### src/rtl/seven_seg_capture.sv
// seven_seg_capture
//
// Receive side of a multiplexed, active-low seven-segment display bus.
// It samples the segment and anode lines and waits for each digit dwell
// to hold steady. It then decodes the segment pattern back to BCD and
// stores it in that digit's nibble. It serves as a loopback checker for
// the stopwatch display scanner.
//
// Ports:
//   clk         system clock
//   rst_n       synchronous active-low reset
//   seg_n[7:0]  active-low segments: bit7 dp, bits6..0 = g,f,e,d,c,b,a
//   an_n        active-low digit selects, bit i = digit i
//   bcd_out     captured BCD, nibble i = digit i (F when blank/illegal)
//   dp_out      captured decimal point per digit, active-high
//   valid       nibble i holds a decoded 0-9 value
//   frame_done  one-cycle pulse after the last digit is captured
//   err         one-cycle pulse on an illegal pattern or anode combination

module seven_seg_capture #(
    parameter int NUM_DIGITS    = 4,
    parameter int STABLE_CYCLES = 4
) (
    input  logic                    clk,
    input  logic                    rst_n,
    input  logic [7:0]              seg_n,
    input  logic [NUM_DIGITS-1:0]   an_n,
    output logic [4*NUM_DIGITS-1:0] bcd_out,
    output logic [NUM_DIGITS-1:0]   dp_out,
    output logic [NUM_DIGITS-1:0]   valid,
    output logic                    frame_done,
    output logic                    err
);

    localparam int CW = (STABLE_CYCLES > 2) ? $clog2(STABLE_CYCLES) : 1;
    localparam int DW = (NUM_DIGITS > 1) ? $clog2(NUM_DIGITS) : 1;
    localparam int SW = NUM_DIGITS + 8;
    localparam logic [CW-1:0] CNT_MAX = CW'(STABLE_CYCLES - 1);

    typedef enum logic [1:0] {
        IDLE,
        SETTLE,
        HELD,
        BAD
    } state_t;

    state_t                  state;
    state_t                  state_next;
    logic [SW-1:0]           sample;
    logic [SW-1:0]           s_q;
    logic [CW-1:0]           cnt;
    logic                    changed;
    logic [NUM_DIGITS-1:0]   an_q;
    logic [7:0]              seg_q;
    logic [6:0]              seg_on;
    logic                    an_idle;
    logic                    an_legal;
    logic [DW-1:0]           digit;
    logic [3:0]              dec_val;
    logic                    dec_valid;
    logic                    dec_blank;
    logic                    capture;
    logic                    bad_entry;

    assign sample   = {an_n, seg_n};
    assign changed  = (sample != s_q);
    assign an_q     = s_q[SW-1:8];
    assign seg_q    = s_q[7:0];
    assign seg_on   = ~seg_q[6:0];
    assign an_idle  = &an_q;
    assign an_legal = $onehot(~an_q);

    // Index of the single active anode; only meaningful when an_legal.
    always_comb begin
        digit = '0;
        for (int i = 0; i < NUM_DIGITS; i++) begin
            if (!an_q[i]) begin
                digit = DW'(i);
            end
        end
    end

    // Segment pattern back to BCD. A blank digit is not an error; any
    // pattern outside the 0-9 set is.
    always_comb begin
        dec_val   = 4'hF;
        dec_valid = 1'b1;
        dec_blank = 1'b0;
        case (seg_on)
            7'h3F: dec_val = 4'd0;
            7'h06: dec_val = 4'd1;
            7'h5B: dec_val = 4'd2;
            7'h4F: dec_val = 4'd3;
            7'h66: dec_val = 4'd4;
            7'h6D: dec_val = 4'd5;
            7'h7D: dec_val = 4'd6;
            7'h07: dec_val = 4'd7;
            7'h7F: dec_val = 4'd8;
            7'h6F: dec_val = 4'd9;
            7'h00: begin
                dec_valid = 1'b0;
                dec_blank = 1'b1;
            end
            default: dec_valid = 1'b0;
        endcase
    end

    // Dwell tracking. HELD leaves to SETTLE on any change, and SETTLE then
    // re-runs the anode check on the new sample. The restart therefore
    // lines up with the cnt clear, so every dwell gets the same latency.
    always_comb begin
        state_next = state;
        capture    = 1'b0;
        case (state)
            IDLE: begin
                if (an_legal) begin
                    state_next = SETTLE;
                end else if (!an_idle) begin
                    state_next = BAD;
                end
            end
            SETTLE: begin
                if (an_idle) begin
                    state_next = IDLE;
                end else if (!an_legal) begin
                    state_next = BAD;
                end else if (!changed && (cnt == CNT_MAX)) begin
                    capture    = 1'b1;
                    state_next = HELD;
                end
            end
            HELD: begin
                if (changed) begin
                    state_next = SETTLE;
                end
            end
            BAD: begin
                if (an_legal) begin
                    state_next = SETTLE;
                end else if (an_idle) begin
                    state_next = IDLE;
                end
            end
            default: state_next = IDLE;
        endcase
    end

    assign bad_entry = (state_next == BAD) && (state != BAD);

    always_ff @(posedge clk) begin
        if (!rst_n) begin
            s_q        <= '1;
            cnt        <= '0;
            state      <= IDLE;
            bcd_out    <= '1;
            dp_out     <= '0;
            valid      <= '0;
            frame_done <= 1'b0;
            err        <= 1'b0;
        end else begin
            s_q   <= sample;
            state <= state_next;
            if (changed) begin
                cnt <= '0;
            end else if (cnt != CNT_MAX) begin
                cnt <= cnt + 1'b1;
            end
            frame_done <= capture && (digit == DW'(NUM_DIGITS - 1));
            err        <= bad_entry || (capture && !dec_valid && !dec_blank);
            for (int i = 0; i < NUM_DIGITS; i++) begin
                if (capture && (digit == DW'(i))) begin
                    bcd_out[4*i +: 4] <= dec_val;
                    valid[i]          <= dec_valid;
                    dp_out[i]         <= ~seg_q[7];
                end
            end
        end
    end

endmodule

### config.mk
export PLATFORM = sky130hd
export DESIGN_NAME = seven_seg_capture
export DESIGN_NICKNAME = d
export VERILOG_FILES = /design/src/rtl/seven_seg_capture.sv
export SDC_FILE = /design/constraint.sdc
export NUM_CORES = 1
export LEC_CHECK = 0
export ABC_AREA = 1
export CAP_MARGIN = 30
export CORE_MARGIN = 1
export CORE_UTILIZATION = 51
export CTS_CLUSTER_DIAMETER = 50
export DETAILED_ROUTE_END_ITERATION = 7
export GPL_TIMING_DRIVEN = 0
export PLACE_DENSITY = 0.83
export SETUP_SLACK_MARGIN = 0.4
export SLEW_MARGIN = 0
export SYNTH_ARGS = -nofsm -noshare
export SYNTH_HDL_FRONTEND = slang
export SYNTH_SLANG_ARGS = --single-unit
### constraint.sdc
create_clock -name clk -period 3.3 [get_ports clk]
set_clock_uncertainty 0.2 [all_clocks]
set_input_delay 0.495 -clock clk [delete_from_list [all_inputs] [get_ports clk]]
set_output_delay 0.495 -clock clk [all_outputs]
set_load 0.05 [all_outputs]
==> run summary, run 1 <==
Startpoint Class: flop
Worst Tran Pin Value: 0.525 ns
Routed Antenna Nets: 0
Top FF cell, synth: dfxtp_1
Int Pwr: 0.752 mW
Crit Reg-Reg Endpoint: bcd_out[11]$_SDFFE_PN1P_
Final #Nets: 375
Worst path arrival time: 2.76 ns
Final setup fails: 0
Most frequent cell after synthesis: nand2_1
VDD IR max: 296 µV
GRT Total Usage: 0.229
Max_slew headroom: 0.649
Critical Path, Cell by Cell: fa_1 > inv_1 > ha_1 > ha_1 > nor3_4 > inv_2 > nor2_2 > inv_2 > nor2_8 > nand2_4 > a21oi_1 > o21ai_0
Top post-synthesis cells by area: dfxtp_1, nand2_1, inv_1
Rows: 22
Initial Util: 0.552
Hold Path Class: flop to flop
Static leakage: 1.36 nW
Placed cell area: 2550 µm²
Crit-path max FO: 9
Synth Instances: 304
I/O pins: 40
Routed wire per std cell: 11.6 µm
First-pass DRT Iterations: 5
Avg Inst Size Synth: 6.90 µm²
Final Max Slew Viols: 0
Yosys Warn Count: 0
Util after Layout: 0.722
Vias/cell: 5.10
Num CTS Buffers: 5
Port Buf Inserts: 39
TritonCTS clock tree: yes
Total chip power: 1.04 mW
# fillers: 319
Hold path cells: 2
Maxcap violations: 0
Final Wtd Congestion: 0.851
Seq/Total Area, Yosys: 0.401
Hold EP: cnt[1]$_SDFFE_PP0P_
Total routed wirelength: 4.69 mm
Via count: 2,065
Final period util: 0.842
Cell variety after synth: 29
Largest net degree at the start of global routing: 14
Inserted Diodes: 0
Synth Area in Adders: 0.0334
Insertion delay to the later sink of the worst-skew pair: 0.29 ns
Cell area after synthesis: 2100 µm²
Clock tree sinks: 42
WP data required: 3.28 ns
Area Overhead vs Synth: 30.8%
Final Cell Area: 2740 µm²
Top cell type's share of synthesized area: 0.401
Vias in the first global route: 1,840
Remaining DRCs: 0
Area of the multi-input gates: 1100 µm²
Net Switching: 0.292 mW
Htree depth: 2
Post-synthesis compound-gate area fraction: 0.0859
Synth Area in Simple Gates: 0.364
Synth Area in XOR/XNOR: 0.0125
Hpwl dp: 3.43 mm
Comb power frac: 0.152
DR iter-0 viols: 132
Layout cell share with drive strength beyond 1: 0.104
Largest family of logic cells by synthesized area: simple AND/OR/NAND/NOR gates
Slowest stage cell, crit path: fa_1
Clock group share of total power: 0.333
Max Root-Sink Buffers: 2
Worst Hold Launch: cnt[1]$_SDFFE_PP0P_
Peak Freq: 360 MHz
Minimum clock period: 2.78 ns
Pwr per Cell Area: 380 nW/µm²
Synthesized flop and latch total: 42
Post-synth ARST share: 0
Non-Filler Instances: 405
Die H: 66.1 µm
CP Class: flop to flop
Leading area contributor after synthesis: dfxtp_1
Clock Tree Root: clkbuf_8
Mapped Nets: 323
Post-synth EDFFs: 0
Net Sw Frac: 0.280
Crit-path leading delay family: adder cells
Seq pwr share: 0.515
Placed insts: 391
Slowest stage delay, CP: 0.53 ns
Mux cell area share after synthesis: 0
First-pass GRT wire length: 7.63 mm
Clock-pin slew on the worst setup and hold paths: 0.08 ns
Worst reg2reg path depth: 12
Gr ovfl total: 0
Die Wd: 66.1 µm
Outcome: finished clean
Crit. End Element: flop
Initial antenna violation count: 0
Core region area: 3800 µm²
Register area: 846 µm²
DIE AREA: 4370 µm²
Critical R2R Launch: s_q[8]$_SDFF_PN1_
RSZ-0062 raised after global routing: no
Final hold vios: 0
Reg2reg setup slack: 0.52 ns
Setup Total Neg Slack: 0 ns
List of most frequent post-synthesis cells: nand2_1, inv_1, dfxtp_1, nor2_1, nand3_1
WP buf/inv: 3
==> how the worst max path moves through the flow <==
stage / from / to / depth (start not counted)
after floorplan: s_q[9]$_SDFF_PN1_ / bcd_out[2]$_SDFFE_PN1P_ / 12
after global placement: s_q[9]$_SDFF_PN1_ / dp_out[1]$_SDFFE_PN0P_ / 12
after detailed placement: s_q[9]$_SDFF_PN1_ / valid[1]$_SDFFE_PN0P_ / 12
after CTS: s_q[9]$_SDFF_PN1_ / bcd_out[4]$_SDFFE_PN1P_ / 12
after global routing: s_q[8]$_SDFF_PN1_ / bcd_out[11]$_SDFFE_PN1P_ / 12
final: s_q[8]$_SDFF_PN1_ / bcd_out[11]$_SDFFE_PN1P_ / 12
==> power by group through the flow <==
stage	sequential [mW]	combinational (mW)	clock (mW)
2_1_floorplan	0.553	0.0910	0
3_3_place_gp	0.550	0.134	0
3_5_place_dp	0.550	0.139	0
4_1_cts	0.539	0.141	0.351
5_1_grt	0.540	0.178	0.369
6_report	0.538	0.158	0.347
==> kinds of logic (layout without fill, tap and decap cells) <==
kind of cell               count (synthesis)  after routing
xor gates and xnor gates                   3              3
DFF                                       42             42
adders and majority gates                  5              5
AOI/OAI and AO/OA                         32             32
and+or+nand+nor                          164            166
buffers and inverters                     58            109
==> state kept, by name, indices dropped and copies added, names as in the netlist <==
name	flops
frame_done	1
cnt	2
state	2
s_q	12
bcd_out	16
err	1
dp_out	4
valid	4
==> per-layer routing <==
metal	track usage	wire length, µm
met4	0.0851	95
met5	0	0
met1	0.276	2150
met2	0.397	2190
met3	0.0483	253
==> repair_timing <==
action / 4_1_cts / 5_1_grt
setup endpoints to repair: 24 / 24
hold buffers: 0 / 0
resized for setup: 1 / 13
cloned: 0 / 2
setup buffers: 1 / 3
endpoints found under the hold margin: 0 / 0
pin swaps: 1 / 5
==> worst register-to-register path, cell delays in order, from the launching register on <==
cell	delay (ns)
dfxtp_2	0.35
fa_1	0.53
inv_1	0.04
ha_1	0.17
ha_1	0.30
nor3_4	0.16
inv_2	0.08
nor2_2	0.10
inv_2	0.07
nor2_8	0.29
nand2_4	0.14
a21oi_1	0.14
o21ai_0	0.09
==> area by class of cell <==
type | instances | share of cell area
Clock buffer | 6 | 0.0301
Timing Repair Buffer | 43 | 0.153
Multi-Input combinational cell | 206 | 0.403
Clock inverter | 2 | 0.00456
Inverter | 54 | 0.0739
Buffer | 4 | 0.00547
Tap cell | 48 | 0.0219
Sequential cell | 42 | 0.308
==> per-stage QoR <==
stage                     worst slack, ns  hold slack (ns)
after floorplan                     0.618            0.246
after global placement              0.353            0.254
after detailed placement            0.280            0.261
after CTS                           0.407            0.278
after global routing                0.381            0.297
final                               0.523            0.281
==> layout by cell type (no fill, tap or decap), types with 2 or more instances in the layout <==
cell and instances:
nand2_1 80, inv_1 48, dfxtp_1 40, clkdlybuf4s50_1 39, nor2_1 36, nand3_1 18
o21ai_0 11, nand4_1 7, nor3_1 7, a21oi_1 7, clkbuf_8 6, inv_2 5
nand3_4 5, clkbuf_1 4, o211ai_1 4, o21ai_1 4, ha_1 4, buf_4 4
nor2_2 3, xnor2_1 2, o21bai_1 2, a22oi_1 2, or2_2 2
Note: power is estimated with default switching activity, not from simulation.
==> run 2, diff against run 1 <==
--- a/config.mk
+++ b/config.mk
@@ -8,11 +8,11 @@
 export ABC_AREA = 1
 export CAP_MARGIN = 30
 export CORE_MARGIN = 1
-export CORE_UTILIZATION = 51
+export CORE_UTILIZATION = 46
 export CTS_CLUSTER_DIAMETER = 50
 export DETAILED_ROUTE_END_ITERATION = 7
 export GPL_TIMING_DRIVEN = 0
-export PLACE_DENSITY = 0.83
+export PLACE_DENSITY = 0.79
 export SETUP_SLACK_MARGIN = 0.4
 export SLEW_MARGIN = 0
 export SYNTH_ARGS = -nofsm -noshare
==> constraint.sdc (replaced) <==
create_clock -name clk -period 2.5 [get_ports clk]
set_clock_uncertainty 0.2 [all_clocks]
set_input_delay 0.375 -clock clk [delete_from_list [all_inputs] [get_ports clk]]
set_output_delay 0.375 -clock clk [all_outputs]
set_load 0.05 [all_outputs]
==> run 2 against run 1 <==
  * The run now ends with negative setup slack left
  * Routed wire length grew 7.2%
  * Combinational power grew 49%
  * First-iteration DRC count grew 43%
  * Critical path depth shrank 1
  * Sequential power grew 32%
  * Total power grew 39%
  * Final cell count grew 2.2%
  * Fmax grew 6.2%
  * Global-route usage shrank 0.97 points
  * Clock-buffer cell count is the same
  * Non-clock buffer count grew 3
==> run summary, run 2 (same netlist as run 1, synthesis figures left out) <==
Most frequent cells in the layout: nand2_1, inv_1, dfxtp_1 (unchanged)
DIE AREA: 4840 µm² (was 4370 µm²)
Crit-path max FO: 5 (was 9)
First-pass GRT wire length: 8.42 mm (was 7.63 mm)
First-pass DRT Iterations: 5 (unchanged)
Final #Nets: 380 (was 375)
Peak Freq: 382 MHz (was 360 MHz)
Initial antenna violation count: 0 (unchanged)
Max Root-Sink Buffers: 2 (unchanged)
Startpoint Class: flop (unchanged)
Largest net degree at the start of global routing: 15 (was 14)
TritonCTS clock tree: yes (unchanged)
Placed cell area: 2580 µm² (was 2550 µm²)
Remaining DRCs: 0 (unchanged)
Commonest non-fill, non-tap cell in the layout: nand2_1 (unchanged)
Register area: 848 µm² (was 846 µm²)
Clock Tree Root: clkbuf_8 (unchanged)
Htree depth: 2 (unchanged)
Failing checks: negative setup slack
Routed wire per std cell: 12.1 µm (was 11.6 µm)
Crit. End Element: flop (unchanged)
Final Cell Area: 2860 µm² (was 2740 µm²)
Die Wd: 69.5 µm (was 66.1 µm)
Layout cell share with drive strength beyond 1: 0.146 (was 0.104)
Port Buf Inserts: 39 (unchanged)
Final Wtd Congestion: 0.879 (was 0.851)
Minimum clock period: 2.62 ns (was 2.78 ns)
Non-Filler Instances: 414 (was 405)
Worst path arrival time: 2.62 ns (was 2.76 ns)
Vias/cell: 5.00 (was 5.10)
Final setup fails: 22 (was 0)
Die H: 69.5 µm (was 66.1 µm)
Final Worst Setup Slack: -0.116 ns (was 0.523 ns)
I/O pins: 40 (unchanged)
Final period util: 1.05 (was 0.842)
Outcome: finished with violations (was finished clean)
Final hold vios: 0 (unchanged)
Max_slew headroom: 0.629 (was 0.649)
Placed insts: 395 (was 391)
Via count: 2,072 (was 2,065)
Core region area: 4380 µm² (was 3800 µm²)
Area Overhead vs Synth: 36.1% (was 30.8%)
GRT Total Usage: 0.220 (was 0.229)
DR iter-0 viols: 189 (was 132)
Initial Util: 0.479 (was 0.552)
Static leakage: 1.37 nW (was 1.36 nW)
Insertion delay to the later sink of the worst-skew pair: 0.30 ns (was 0.29 ns)
Worst Tran Pin Value: 0.557 ns (was 0.525 ns)
Hold Path Class: flop to flop (unchanged)
Gr ovfl total: 0 (unchanged)
# fillers: 363 (was 319)
CP Class: flop to flop (unchanged)
Max reg flops: 16 (unchanged)
Maxcap violations: 0 (unchanged)
Total routed wirelength: 5.03 mm (was 4.69 mm)
Routed Antenna Nets: 0 (unchanged)
Util after Layout: 0.651 (was 0.722)
Rows: 24 (was 22)
Final Max Slew Viols: 0 (unchanged)
Vias in the first global route: 1,853 (was 1,840)
Hpwl dp: 3.50 mm (was 3.43 mm)
Regs by FF count: bcd_out (16), s_q (12) (unchanged)
Area of the multi-input gates: 1160 µm² (was 1100 µm²)
Inserted Diodes: 0 (unchanged)
RSZ-0062 raised after global routing: yes (was no)
Clock-pin slew on the worst setup and hold paths: 0.08 ns (about the same)
Num CTS Buffers: 5 (unchanged)
VDD IR max: 300 µV (was 296 µV)
Clock tree sinks: 42 (unchanged)
Biggest register: bcd_out (unchanged)
WP data required: 2.51 ns (was 3.28 ns)
Pwr per Cell Area: 506 nW/µm² (was 380 nW/µm²)
run 2: cell count changes in the layout (fill, tap and decap cells not counted), moves of 3 or more:
| cell | before | now |
|---|---|---|
| o21ai_0 | 11 | 5 |
| nand2_2 | 1 | 5 |
| o21ai_1 | 4 | 9 |
| nand2_1 | 80 | 77 |
run 2: repair_timing:
item	4_1_cts	5_1_grt
hold buffers	0	0
cloned	4	0
resized for setup	12	12
endpoints found under the setup margin	28	29
pin swaps	13	9
setup buffers	5	2
run 2: worst paths after layout:
| path | startpoint | endpoint | slack (ns) | cells past startpoint |
|---|---|---|---|---|
| max reg2reg | s_q[9]$_SDFF_PN1_ | bcd_out[2]$_SDFFE_PN1P_ | -0.12 | 11 |
| max | s_q[9]$_SDFF_PN1_ | bcd_out[2]$_SDFFE_PN1P_ | -0.12 | 11 |
| min | bcd_out[1]$_SDFFE_PN1P_ | bcd_out[1]$_SDFFE_PN1P_ | 0.26 | 2 |
| min reg2reg | bcd_out[1]$_SDFFE_PN1P_ | bcd_out[1]$_SDFFE_PN1P_ | 0.26 | 2 |
run 2: stage by stage:
stage | worst slack (ns) | TNS (ns) | hold WS, ns | total power, mW
after global placement | -0.211 | -4.14 | 0.245 | 0.911
after detailed placement | -0.209 | -4.30 | 0.243 | 0.917
after CTS | -0.120 | -1.76 | 0.266 | 1.43
final | -0.116 | -0.790 | 0.263 | 1.45
after global routing | -0.211 | -4.52 | 0.303 | 1.52
after floorplan | -0.0149 | -0.125 | 0.246 | 0.856
run 2: final cells by class:
class | count | share of cell area
multi-input combinational | 208 | 0.407
sequential | 42 | 0.297
timing repair buffer | 46 | 0.157
inverter | 54 | 0.0727
clock buffer | 6 | 0.0329
tap | 52 | 0.0228
clock inverter | 2 | 0.00526
buffer | 4 | 0.00526
run 2: routing by layer:
| metal | vias to the layer above | global-route usage | wire length, µm |
|---|---|---|---|
| met5 | - | 0 | 0 |
| met3 | 12 | 0.0320 | 311 |
| met2 | 73 | 0.360 | 2450 |
| met4 | 0 | 0.104 | 105 |
| li1 | 1070 | - | - |
| met1 | 917 | 0.283 | 2160 |
run 2: critical path, cell delays in order (launching register included):
cell and delay [ns]:
dfxtp_4 0.36, fa_1 0.55, inv_2 0.05, ha_4 0.15, ha_4 0.21, nor3_4 0.13
inv_2 0.07, nor2_2 0.11, inv_2 0.08, nor2_8 0.19, nand3_2 0.16, o211ai_1 0.25
run 2: power by group:
part,total [mW],switching [mW],internal (mW)
combinational,0.235,0.137,0.0980
sequential,0.709,0.0215,0.687
clock,0.502,0.245,0.257
total,1.45,0.404,1.04
